--- src/rtl/pc_pkg.sv ---
// Shared widths, FSM state encoding and the branch-target table for the fetch unit.
package pc_pkg;

  localparam int PW = 16;
  localparam int LW = 3;

  typedef enum logic [1:0] {
    IDLE = 2'd0,
    RUN  = 2'd1,
    DONE = 2'd2
  } state_t;

  // Entries are two's-complement when used as relative offsets.
  localparam logic [15:0] LUT [0:7] = '{
    16'h0000, 16'h0008, 16'hFFFD, 16'h0010,
    16'hFFF0, 16'h0020, 16'h0002, 16'hFFFF
  };

endpackage

--- src/rtl/pc_lut.sv ---
// Combinational branch-target lookup; the 16-bit entry is sign-extended or
// truncated to the PC width.
module pc_lut #(
  parameter int PW = pc_pkg::PW,
  parameter int LW = pc_pkg::LW
) (
  input  logic [LW-1:0] Lut_idx,
  output logic [PW-1:0] target
);
  import pc_pkg::*;

  logic signed [15:0] raw;

  // Table read
  always_comb begin
    raw = LUT[Lut_idx];
  end

  assign target = PW'(raw);

endmodule

--- src/rtl/pc_fetch.sv ---
// Program-counter sequencer: IDLE/RUN/DONE control with halt, stall,
// absolute/relative branch and a saturating RUN-cycle counter.
module pc_fetch #(
  parameter int PW = pc_pkg::PW,
  parameter int LW = pc_pkg::LW
) (
  input  logic          Clk,
  input  logic          Reset,
  input  logic          Start,
  input  logic          Halt,
  input  logic          Stall,
  input  logic          Branch_abs,
  input  logic          Branch_rel,
  input  logic [LW-1:0] Lut_idx,
  output logic [PW-1:0] PC,
  output logic          Running,
  output logic          Done,
  output logic [15:0]   Cycle_cnt
);
  import pc_pkg::*;

  state_t        state;
  state_t        state_nxt;
  logic [PW-1:0] pc_nxt;
  logic          done_nxt;
  logic [15:0]   cnt_nxt;
  logic [PW-1:0] target;

  pc_lut #(.PW(PW), .LW(LW)) u_lut (
    .Lut_idx (Lut_idx),
    .target  (target)
  );

  // State register
  always_ff @(posedge Clk or posedge Reset) begin
    if (Reset) begin
      state <= IDLE;
    end else begin
      state <= state_nxt;
    end
  end

  // Next-state decode
  always_comb begin
    state_nxt = state;
    case (state)
      IDLE:    if (Start) state_nxt = RUN;  else state_nxt = IDLE;
      RUN:     if (Halt)  state_nxt = DONE; else state_nxt = RUN;
      DONE:    if (Start) state_nxt = RUN;  else state_nxt = DONE;
      default: state_nxt = IDLE;
    endcase
  end

  // Output decode
  always_comb begin
    Running = 1'b0;
    case (state)
      RUN:     Running = 1'b1;
      default: Running = 1'b0;
    endcase
  end

  // Datapath next values; RUN applies one update in priority order
  always_comb begin
    pc_nxt   = PC;
    done_nxt = Done;
    cnt_nxt  = Cycle_cnt;
    case (state)
      IDLE, DONE: begin
        if (Start) begin
          pc_nxt   = '0;
          done_nxt = 1'b0;
          cnt_nxt  = 16'd0;
        end else begin
          pc_nxt   = PC;
        end
      end
      RUN: begin
        if (Cycle_cnt != 16'hFFFF) cnt_nxt = Cycle_cnt + 16'd1;
        else                       cnt_nxt = Cycle_cnt;
        if (Halt) begin
          done_nxt = 1'b1;
          pc_nxt   = PC;
        end else if (Stall) begin
          pc_nxt = PC;
        end else if (Branch_abs) begin
          pc_nxt = target;
        end else if (Branch_rel) begin
          pc_nxt = PC + target;
        end else begin
          pc_nxt = PC + PW'(1);
        end
      end
      default: begin
        pc_nxt = PC;
      end
    endcase
  end

  // Datapath registers
  always_ff @(posedge Clk or posedge Reset) begin
    if (Reset) begin
      PC        <= '0;
      Done      <= 1'b0;
      Cycle_cnt <= 16'd0;
    end else begin
      PC        <= pc_nxt;
      Done      <= done_nxt;
      Cycle_cnt <= cnt_nxt;
    end
  end

endmodule

--- config.mk ---
export PLATFORM = sky130hd
export DESIGN_NAME = pc_fetch
export DESIGN_NICKNAME = d
export VERILOG_FILES = /design/src/rtl/pc_pkg.sv /design/src/rtl/pc_lut.sv /design/src/rtl/pc_fetch.sv
export SDC_FILE = /design/constraint.sdc
export NUM_CORES = 1
export LEC_CHECK = 0
export ABC_AREA = 1
export BUFFER_PORTS_ARGS = -buffer_cell sky130_fd_sc_hd__clkbuf_2
export CORE_UTILIZATION = 45
export DETAILED_ROUTE_END_ITERATION = 7
export PLACE_DENSITY = 0.65
export SLEW_MARGIN = 10
export SYNTH_ARGS = -nofsm -noshare
export SYNTH_HDL_FRONTEND = slang
export SYNTH_SLANG_ARGS = --single-unit
--- constraint.sdc ---
create_clock -name Clk -period 2 [get_ports Clk]
set_input_delay 0.3 -clock Clk [delete_from_list [all_inputs] [get_ports Clk]]
set_output_delay 0.3 -clock Clk [all_outputs]
set_load 0.01 [all_outputs]
==> results_dict.tcl <==
set metrics [dict create \
    async_flop_share_pct 100 \
    first_pass_iters 4 \
    grt_max_degree 36 \
    worst_pin_slew_ns 0.473 \
    vias_per_cell 5.06 \
    fin_util_pct 63.3 \
    gp_congestion 0.863 \
    synth-warning-count 0 \
    synth.top_cell.area_share_pct 29.6 \
    final_cells 606 \
    drtIter0Drc 74 \
    fmax_ghz 0.523 \
    pwr-share-clk_pct 21.1 \
    syn_avg_cell_area_um2 6.57 \
    root_buffer "clkbuf_8" \
    rows 29 \
    grt_usage_pct 23.1 \
    io_pins 44 \
    worstSetupEndpointType "register" \
    cap_violations 0 \
    p_int_mw 2.18 \
    n_antenna_cell 0 \
    ys_ff_latch 35 \
    vias 3067 \
    core_area_um2 6350 \
    htreeDepth 2 \
    ys_seq_area_share_pct 29.6 \
    maxSlewHeadroom_pct 68.5 \
    finalWirelength_mm 7.99 \
    wire_per_inst_um 13.2 \
    slew_viol_final 0 \
    synth_cells 450 \
    period_minus_slack_ns 1.91 \
    final_area_um2 4020 \
    switching_share_pct 41.1 \
    die_area_um2 6900 \
    ir_worst_vdd_v 0.000596 \
    cts_sinks 35 \
    overflow 0 \
    syn_to_final_growth_pct 36.0 \
    ys.flop_type "dfrtp_1" \
    arrival_ns 2.09 \
    crit_path_max_fanout 4 \
    synth_edf_count 0 \
    grt_pass1_vias 2915 \
    ctsHoldBuffers 0 \
    grt_pass1_wl_mm 13.1 \
    setup_violations 0 \
    drive_gt1_share_pct 35.2 \
    status "complete, no violations" \
    path_class "input port to register" \
    cts_tree "done" \
    place_inst 589 \
    combPwrFrac_pct 50.9 \
    ys_types 33 \
    dp_hpwl_mm 5.78 \
    yosysTopAreaCell "dfrtp_1" \
    synthTopCellsByArea "dfrtp_1, nand2_1, inv_1, ha_1, nand3_1" \
    fin_skew_ns 0.00303 \
    cts_buffer_depth 2 \
    holdCritPathClass "input port to async pin" \
    switchingPower_mw 1.52 \
    clk_latency_ns 0.29 \
    nNetsFinal 558 \
    drc 0 \
    dpl_cell_area_um2 3560 \
    clk_pin_slew_ns 0.08 \
    synth.net_count 480 \
    grt_antenna_before_repair 0 \
    cts_buffers 5 \
    start_util_pct 46.6 \
    cp.required_ns 2.18 \
    die_y_um 83.1 \
    p_total_mw 3.70 \
    finalCritPeriodShare_pct 95.5 \
    die_w_um 83.1 \
    hold_slack_ns 0.0810 \
    postRouteAntennaNets 0 \
    startpoint_type "input port" \
    powerDensity_nw_per_um2 920 \
    p_leak_nw 2.10 \
    io_buffers 43 \
    seqPwrFrac_pct 27.9 \
    netlist_area_um2 2960 \
    final-hold-violation-count 0 \
]
==> registers in the layout, indices dropped and copies added (netlist names) <==
| signal | count |
|---|---|
| Cycle_cnt | 16 |
| Done | 1 |
| PC | 16 |
| state | 2 |
==> cell usage after synthesis (all sizes together), types with 2 or more instances <==
| cell | instances |
|---|---|
| nand2 | 168 |
| o22ai | 3 |
| xor2 | 8 |
| clkbuf | 2 |
| a31oi | 2 |
| nand4 | 6 |
| inv | 73 |
| buf | 4 |
| ha | 19 |
| o21ai | 23 |
| or2 | 4 |
| a21oi | 13 |
| nor2 | 32 |
| nor3 | 11 |
| dfrtp | 35 |
| nand3 | 40 |
| o211ai | 3 |
==> routing by layer <==
metal	track usage [%]	vias to the layer above	wire, um
li1	-	1573	-
met1	29.5	1411	3640
met2	39.7	68	3940
met3	3.58	15	256
met4	7.37	0	152
met5	0	-	0
==> worst paths after layout <==
path | from | slack [ns] | to | depth (start not counted)
min in group Clk | Halt | 0.21 | state[0] | 2
hold / removal | Reset | 0.08 | PC[3] | 3
setup / recovery | Lut_idx[0] | 0.09 | PC[8] | 18
setup reg to reg | Cycle_cnt[1] | 0.19 | Cycle_cnt[15] | 8
max in group asynchronous | Reset | 1.58 | Cycle_cnt[12] | 3
hold reg to reg | Done | 0.48 | Done | 2
==> metrics by stage <==
| stage | setup WS, ns | TNS (ns) |
|---|---|---|
| finish | 0.0894 | 0 |
| global route | -0.0362 | -0.0880 |
| CTS | 0.00359 | 0 |
| detailed placement | -0.376 | -3.80 |
| global placement | -0.304 | -3.09 |
| floorplan | 0.00273 | 0 |
==> power groups by stage <==
stage	Combinational (mW)	Sequential [mW]	Clock [mW]
2_1_floorplan	1.02	1.09	0
3_3_place_gp	1.61	1.04	0
3_5_place_dp	1.63	1.04	0
4_1_cts	1.67	1.03	0.791
5_1_grt	2.08	1.05	0.821
6_report	1.88	1.03	0.782
==> layout make-up <==
class,instances,area [um2]
clock inverters,2,60.1
fillers,579,2330
multi-input cells,336,2140
repair buffers,76,479
well taps,77,96.3
flip-flops and latches,35,876
inverters,73,289
clock buffers,6,72.6
repair inverters,1,8.76
==> cell families after synthesis <==
| family | after synthesis | share of synthesized area (%) |
|---|---|---|
| simple gates | 262 | 38.3 |
| buf+inv | 79 | 11.1 |
| compound gates | 46 | 9.86 |
| flops | 35 | 29.6 |
| fa+ha+maj | 20 | 8.71 |
| xor+xnor | 8 | 2.37 |
==> critical path: stages <==
cell and delay, ns:
buf_6 0.10, inv_4 0.05, ha_4 0.11, inv_1 0.04, nand2_2 0.11, nand2_4 0.07, nand2_1 0.06, ha_2 0.17
inv_1 0.05, fa_2 0.35, inv_2 0.08, nand3_1 0.08, nand3_2 0.12, a21oi_2 0.08, nand2_1 0.07, nand2_1 0.05
o21ai_1 0.12, nand2_1 0.07
==> cells in the final DEF, fill, tap and decap left out, drive strengths merged <==
| cell type | count |
|---|---|
| buf | 35 |
| or2 | 4 |
| o22ai | 3 |
| inv | 74 |
| o21bai | 1 |
| fa | 1 |
| nor3 | 11 |
| a31oi | 2 |
| nand3 | 40 |
| xor2 | 8 |
| a31o | 1 |
| a21oi | 13 |
| clkbuf | 47 |
| o211ai | 3 |
| ha | 19 |
| nand2 | 168 |
| dfrtp | 35 |
| bufinv | 2 |
| and2 | 1 |
| o21ai | 23 |
| nor2 | 32 |
| nand4 | 6 |
==> what timing repair did <==
action                                  CTS  global route
hold endpoints to repair                  0             0
endpoints found under the setup margin    7            13
setup buffers                             1             7
resized for setup                         8            70
cloned                                    1             0
pin swaps                                 3            32
No activity file was read; power rests on OpenSTA's default activity.
